==> config.mk <==
export PLATFORM = sky130hd
export DESIGN_NAME = stb_coalesce_buffer
export DESIGN_NICKNAME = d
export VERILOG_FILES = /design/src/rtl/stb_pkg.sv /design/src/rtl/stb_fwd_merge.sv /design/src/rtl/stb_coalesce_buffer.sv
export SDC_FILE = /design/constraint.sdc
export NUM_CORES = 2
export LEC_CHECK = 0
export BUFFER_PORTS_ARGS = -buffer_cell sky130_fd_sc_hd__clkbuf_2
export CAP_MARGIN = 20
export CORE_ASPECT_RATIO = 0.75
export CORE_UTILIZATION = 50
export CTS_BUF_LIST = sky130_fd_sc_hd__clkbuf_8 sky130_fd_sc_hd__clkbuf_16
export DETAILED_ROUTE_END_ITERATION = 8
export MAX_ROUTING_LAYER = met4
export PLACE_DENSITY = 0.67
export SYNTH_ARGS = -nofsm -noshare
export SYNTH_HDL_FRONTEND = slang
export SYNTH_SLANG_ARGS = --single-unit
==> constraint.sdc <==
create_clock -name clk -period 9.2 [get_ports clk]
set_input_delay 0.92 -clock clk [delete_from_list [all_inputs] [get_ports clk]]
set_output_delay 0.92 -clock clk [all_outputs]
set_load 0.005 [all_outputs]
==> src/rtl/stb_pkg.sv <==
// Shared types and default sizing for the store buffer slice.
// Optional store coalescing is enabled by defining STB_COALESCE_EN.
package stb_pkg;

  localparam int unsigned STB_ADDR_WIDTH = 32;
  localparam int unsigned STB_DATA_WIDTH = 32;
  localparam int unsigned STB_SEL_WIDTH  = STB_DATA_WIDTH / 8;
  localparam int unsigned STB_FIFO_DEPTH = 8;

  typedef enum logic {
    IDLE,
    DRAIN
  } stb_state_e;

  typedef struct packed {
    logic [STB_ADDR_WIDTH-1:0] addr;
    logic [STB_DATA_WIDTH-1:0] data;
    logic [STB_SEL_WIDTH-1:0]  sel;
  } stb_entry_t;

endpackage

==> src/rtl/stb_fwd_merge.sv <==
// Per-byte-lane store-to-load forwarding: the youngest valid entry matching
// the load word address and owning the lane supplies that byte.
module stb_fwd_merge
  import stb_pkg::*;
#(
  parameter int unsigned ADDR_WIDTH     = STB_ADDR_WIDTH,
  parameter int unsigned DATA_WIDTH     = STB_DATA_WIDTH,
  parameter int unsigned BYTE_SEL_WIDTH = DATA_WIDTH / 8,
  parameter int unsigned FIFO_DEPTH     = STB_FIFO_DEPTH
) (
  input  logic [FIFO_DEPTH-1:0]         ent_valid,
  input  logic [ADDR_WIDTH-1:0]         ent_addr [FIFO_DEPTH],
  input  logic [DATA_WIDTH-1:0]         ent_data [FIFO_DEPTH],
  input  logic [BYTE_SEL_WIDTH-1:0]     ent_sel  [FIFO_DEPTH],
  input  logic [$clog2(FIFO_DEPTH)-1:0] head,
  input  logic [ADDR_WIDTH-1:0]         ld_addr,
  output logic [BYTE_SEL_WIDTH-1:0]     fwd_mask,
  output logic [DATA_WIDTH-1:0]         fwd_data
);

  localparam int unsigned PTR_W = $clog2(FIFO_DEPTH);
  localparam logic [ADDR_WIDTH-1:0] ALIGN_MASK = ~ADDR_WIDTH'(BYTE_SEL_WIDTH - 1);

  logic [ADDR_WIDTH-1:0] ld_word;
  logic [PTR_W-1:0]      idx;

  assign ld_word = ld_addr & ALIGN_MASK;

  // Walk oldest to youngest so a later match overrides an earlier one.
  always_comb begin
    fwd_mask = '0;
    fwd_data = '0;
    idx      = '0;
    for (int unsigned i = 0; i < FIFO_DEPTH; i++) begin
      idx = head + PTR_W'(i);
      if (ent_valid[idx] && (ent_addr[idx] == ld_word)) begin
        for (int unsigned b = 0; b < BYTE_SEL_WIDTH; b++) begin
          if (ent_sel[idx][b]) begin
            fwd_mask[b]         = 1'b1;
            fwd_data[b*8 +: 8]  = ent_data[idx][b*8 +: 8];
          end
        end
      end
    end
  end

endmodule

==> src/rtl/stb_coalesce_buffer.sv <==
// Store buffer: circular FIFO of word-aligned stores drained to the dcache,
// with load forwarding and flush. STB_COALESCE_EN enables same-word merging.
module stb_coalesce_buffer
  import stb_pkg::*;
#(
  parameter int unsigned ADDR_WIDTH     = STB_ADDR_WIDTH,
  parameter int unsigned DATA_WIDTH     = STB_DATA_WIDTH,
  parameter int unsigned BYTE_SEL_WIDTH = DATA_WIDTH / 8,
  parameter int unsigned FIFO_DEPTH     = STB_FIFO_DEPTH
) (
  input  logic                          clk,
  input  logic                          rst,
  input  logic                          lsudbus2stb_req,
  input  logic [ADDR_WIDTH-1:0]         lsudbus2stb_addr,
  input  logic [DATA_WIDTH-1:0]         lsudbus2stb_wdata,
  input  logic [BYTE_SEL_WIDTH-1:0]     lsudbus2stb_sel_byte,
  output logic                          stb2dbuslsu_ack,
  output logic                          stb2dbuslsu_stall,
  input  logic [ADDR_WIDTH-1:0]         ld_addr,
  output logic [BYTE_SEL_WIDTH-1:0]     ld_fwd_mask,
  output logic [DATA_WIDTH-1:0]         ld_fwd_data,
  output logic                          stb2dcache_req,
  output logic [ADDR_WIDTH-1:0]         stb2dcache_addr,
  output logic [DATA_WIDTH-1:0]         stb2dcache_wdata,
  output logic [BYTE_SEL_WIDTH-1:0]     stb2dcache_sel_byte,
  output logic                          stb2dcache_w_en,
  input  logic                          dcache2stb_ack,
  input  logic                          flush_req,
  output logic                          flush_done,
  output logic                          stb2dcache_empty,
  output logic [$clog2(FIFO_DEPTH):0]   stb_count
);

  localparam int unsigned PTR_W = $clog2(FIFO_DEPTH);
  localparam int unsigned CNT_W = PTR_W + 1;
  localparam logic [CNT_W-1:0]      DEPTH_C    = CNT_W'(FIFO_DEPTH);
  localparam logic [ADDR_WIDTH-1:0] ALIGN_MASK = ~ADDR_WIDTH'(BYTE_SEL_WIDTH - 1);

  logic [FIFO_DEPTH-1:0]     ent_valid;
  logic [ADDR_WIDTH-1:0]     ent_addr [FIFO_DEPTH];
  logic [DATA_WIDTH-1:0]     ent_data [FIFO_DEPTH];
  logic [BYTE_SEL_WIDTH-1:0] ent_sel  [FIFO_DEPTH];

  logic [PTR_W-1:0] head;
  logic [PTR_W-1:0] tail;
  logic [PTR_W-1:0] youngest;
  logic [CNT_W-1:0] count;

  stb_state_e state;
  stb_state_e state_n;

  logic                  flush_pending;
  logic                  full;
  logic                  empty;
  logic                  coal_hit;
  logic                  acc;
  logic                  push;
  logic                  merge;
  logic                  pop;
  logic [ADDR_WIDTH-1:0] st_word;

  assign full     = (count == DEPTH_C);
  assign empty    = (count == '0);
  assign youngest = tail - PTR_W'(1);
  assign st_word  = lsudbus2stb_addr & ALIGN_MASK;

`ifdef STB_COALESCE_EN
  // The head being written to the dcache must not change under the handshake.
  assign coal_hit = ent_valid[youngest] && (ent_addr[youngest] == st_word) &&
                    !((state == DRAIN) && (youngest == head));
`else
  assign coal_hit = 1'b0;
`endif

  assign acc   = lsudbus2stb_req & ~flush_pending & (~full | coal_hit);
  assign push  = acc & ~coal_hit;
  assign merge = acc & coal_hit;
  assign pop   = (state == DRAIN) & dcache2stb_ack;

  assign stb2dbuslsu_ack   = acc;
  assign stb2dbuslsu_stall = lsudbus2stb_req & ~acc;

  always_ff @(posedge clk) begin
    if (rst) begin
      ent_valid     <= '0;
      head          <= '0;
      tail          <= '0;
      count         <= '0;
      flush_pending <= 1'b0;
    end else begin
      if (push) begin
        ent_valid[tail] <= 1'b1;
        tail            <= tail + PTR_W'(1);
      end
      if (pop) begin
        ent_valid[head] <= 1'b0;
        head            <= head + PTR_W'(1);
      end
      if (push && !pop) begin
        count <= count + CNT_W'(1);
      end else if (!push && pop) begin
        count <= count - CNT_W'(1);
      end
      if (flush_done) begin
        flush_pending <= 1'b0;
      end else if (flush_req) begin
        flush_pending <= 1'b1;
      end
    end
  end

  // Payload needs no reset: ent_valid qualifies every read.
  always_ff @(posedge clk) begin
    if (push) begin
      ent_addr[tail] <= st_word;
      ent_data[tail] <= lsudbus2stb_wdata;
      ent_sel[tail]  <= lsudbus2stb_sel_byte;
    end else if (merge) begin
      for (int unsigned b = 0; b < BYTE_SEL_WIDTH; b++) begin
        if (lsudbus2stb_sel_byte[b]) begin
          ent_data[youngest][b*8 +: 8] <= lsudbus2stb_wdata[b*8 +: 8];
        end
      end
      ent_sel[youngest] <= ent_sel[youngest] | lsudbus2stb_sel_byte;
    end
  end

  always_ff @(posedge clk) begin
    if (rst) begin
      state <= IDLE;
    end else begin
      state <= state_n;
    end
  end

  always_comb begin
    state_n        = state;
    stb2dcache_req = 1'b0;
    case (state)
      IDLE: begin
        if (!empty) begin
          state_n = DRAIN;
        end
      end
      DRAIN: begin
        stb2dcache_req = 1'b1;
        if (dcache2stb_ack && (count <= CNT_W'(1))) begin
          state_n = IDLE;
        end
      end
      default: state_n = IDLE;
    endcase
  end

  assign stb2dcache_w_en     = stb2dcache_req;
  assign stb2dcache_addr     = ent_addr[head];
  assign stb2dcache_wdata    = ent_data[head];
  assign stb2dcache_sel_byte = ent_sel[head];
  assign stb2dcache_empty    = empty;
  assign stb_count           = count;
  assign flush_done          = flush_pending & empty & (state == IDLE);

  stb_fwd_merge #(
    .ADDR_WIDTH    (ADDR_WIDTH),
    .DATA_WIDTH    (DATA_WIDTH),
    .BYTE_SEL_WIDTH(BYTE_SEL_WIDTH),
    .FIFO_DEPTH    (FIFO_DEPTH)
  ) u_fwd_merge (
    .ent_valid(ent_valid),
    .ent_addr (ent_addr),
    .ent_data (ent_data),
    .ent_sel  (ent_sel),
    .head     (head),
    .ld_addr  (ld_addr),
    .fwd_mask (ld_fwd_mask),
    .fwd_data (ld_fwd_data)
  );

endmodule

==> run metrics <==
Slew @ Worst Pin=between 1 and 1.5 ns; Die H=261.3 µm; crit path max fanout=approximately 100; Post-CTS Resized=0; P&R area growth vs syn=8.249%; Unique masters post-synth=between 90 and 100; Top Ports=~220; gr usage total=between 30% and 40%; Worst setup EP type=primary output; clock skew=~0.047 ns; register bit total from synthesis=548; antenna violations before repair=17; max_slew headroom=between 10% and 20%; Core Util, Final=between 50 and 60%; top cell type by total area after synthesis=edfxtp_1; most common library cell in the layout ignoring fill and taps=nand2_1; Power Dens Cells=201.7 mW/mm²; Design Area, Final=just under 0.05 mm²; post-route antenna net violation count=0; TritonCTS clock tree=yes; number of synthesized flops with an enable pin=528; Setup Viol. Count Final=0; number of global-route vias before repair=32820; max-slew violation count=0; post-synthesis cell area=approximately 0.045 mm²; Req. time, crit path=about 8.3 ns; WHS=approximately 0.46 ns; final WL=around 160 mm; crit start category=register; Pre-antenna DRT Iters=8; layout cell share with drive strength beyond 1=between 20% and 30%; commonest cells after routing, fill and taps aside=nand2_1, mux4_2, edfxtp_1, mux2i_1, clkbuf_2; post-route minimum period=8.459 ns; wire per inst=between 30 and 40 µm; DR WL met3=approximately 25 mm; dpl cell area=about 0.046 mm²; Max clock buf depth=3; pre-CTS setup slack=around 1.8 ns; post-synth top area share=between 30% and 40%; top post-synthesis cells by area=edfxtp_1, mux4_2, mux2i_1; IO buf count=roughly 210; total power=approximately 9.8 mW; met2 routed wirelength=between 60 and 70 mm; Setup Buffers After CTS=0; Die Wd=~350 µm; DP Wirelength=110.1 mm; via count=about 36000; Most used DFF post-synth=edfxtp_1; Metal-1 WL=63.02 mm; Nets=around 3700; CP startpoint=head[1]$_SDFFE_PP0P_; first-pass GRT wire length=232.1 mm; Top Layer Used=met4; Mapped Cells=approximately 3600; post-synthesis sequential area ratio=36.28%; crit path kind=register to primary output; status=completed; fmax=118.2 MHz; Hold Crit Start=flush_req; period utilization=about nine tenths; Arrival @ worst endpoint=7.54 ns; RSZ-0062 raised after global routing=no; CTS Buf Count=a little under 60; final non-filler cell total=between 4000 and 5000; Leak=around 15 nW; Reg-to-Reg Start=stb_count[0]$_SDFFE_PP0P_; dpl cells=approximately 4700; DRC violations left=0; final worst setup slack=0.7412 ns; Max-cap violations=0; largest net degree at the start of global routing=between 100 and 150; Sum Neg Setup Slack=0 ns; DR iter-0 viols=5975; Avg Vias per Cell=7.384; worst min path class=primary input to register; Post-CTS Hold Buffers=0; Root Driver=clkbuf_16; Reg clk slew, reported paths=0.06 ns; fillcell total=~7200; Sink Count=548; Max VDD drop=around 0.17 mV; remaining global-route overflow=0; CTS H-tree lvls=2; # rows=94; die area=around 0.091 mm²; initial core utilization=around 50%; Warnings, synthesis=0; Hold Vio Cnt, Final=0; clock latency on the worst-skew pair=around 0.7 ns; share of synthesized registers carrying an async set or reset=0%; placer congestion estimate=about 1.1; syn avg cell area=roughly 13 µm²; core footprint=0.08821 mm²
registers in the layout, indices dropped and copies added, names as in the netlist:
register and cells:
flush_pending 1, ent_addr 240, head 3, state 1
ent_valid 8, ent_sel 32, stb_count 4, tail 3
ent_data 256
logic make-up after synthesis:
family	after synthesis	synth area share, %
AOI/OAI and AO/OA	607	10.31
xor gates and xnor gates	192	3.786
adders and majority gates	11	0.3072
buffers and inverters	353	4.191
DFF	548	36.28
muxes	892	35.01
other	1	0.008369
and+or+nand+nor	974	10.11
per-layer routing:
metal / GRT usage, % / vias to the layer above
li1: - / 14620
met1: 51.61 / 17990
met2: 48.50 / 2778
met3: 11.97 / 311
met4: 9.594 / 0
met5: - / -
synthesized netlist by cell type (36+ instances only):
cell type / instances
nand4_1: 41
a31oi_1: 40
nand3_1: 36
nand2_1: 579
o31ai_1: 37
a21oi_1: 99
mux2i_1: 286
buf_1: 36
mux2_2: 70
mux4_2: 532
buf_2: 82
edfxtp_1: 528
and3_1: 46
a221oi_1: 77
o21ai_0: 58
buf_4: 43
xnor2_1: 164
nor2_1: 109
clkbuf_1: 115
a2111oi_0: 38
power by group:
group          leakage, nW  switching [mW]  total [mW]  internal [mW]
Sequential            4.94           0.129        2.99           2.86
Clock                 1.01            1.10        2.50           1.39
Combinational         9.20            2.50        4.29           1.79
Total                 15.2            3.73        9.78           6.05
final timing paths:
path / end / slack, ns / cells past startpoint
worst max register to register: ent_data[244]$_DFFE_PP_ / 5.22 / 9
worst min-delay path: flush_pending$_SDFFE_PP0P_ / 0.46 / 3
worst max-delay path: ld_fwd_data[2] / 0.74 / 13
worst min register to register: tail[0]$_SDFFE_PP0P_ / 0.50 / 2
worst max-delay path: stages (launching register included):
cell      delay [ns]
dfxtp_4         0.36
buf_12          0.46
buf_4           0.81
buf_4           0.74
mux4_2          0.59
nor2_1          0.10
a221oi_1        0.08
xnor2_1         0.20
nand4_1         0.34
nor4_1          0.91
nand4_2         0.65
nor3_2          0.97
a221o_1         0.31
clkbuf_2        0.16
final cells by class:
class	instances	area (µm²)	area share [%]
multi-input cells	2678	26820	55.29
flip-flops and latches	548	16270	33.54
repair buffers	290	1767	3.642
clock buffers	64	1545	3.186
well taps	1152	1441	2.972
clock inverters	47	478.0	0.9854
inverters	38	145.1	0.2992
diodes	18	45.04	0.09286
Power figures use the tool's default switching activity.
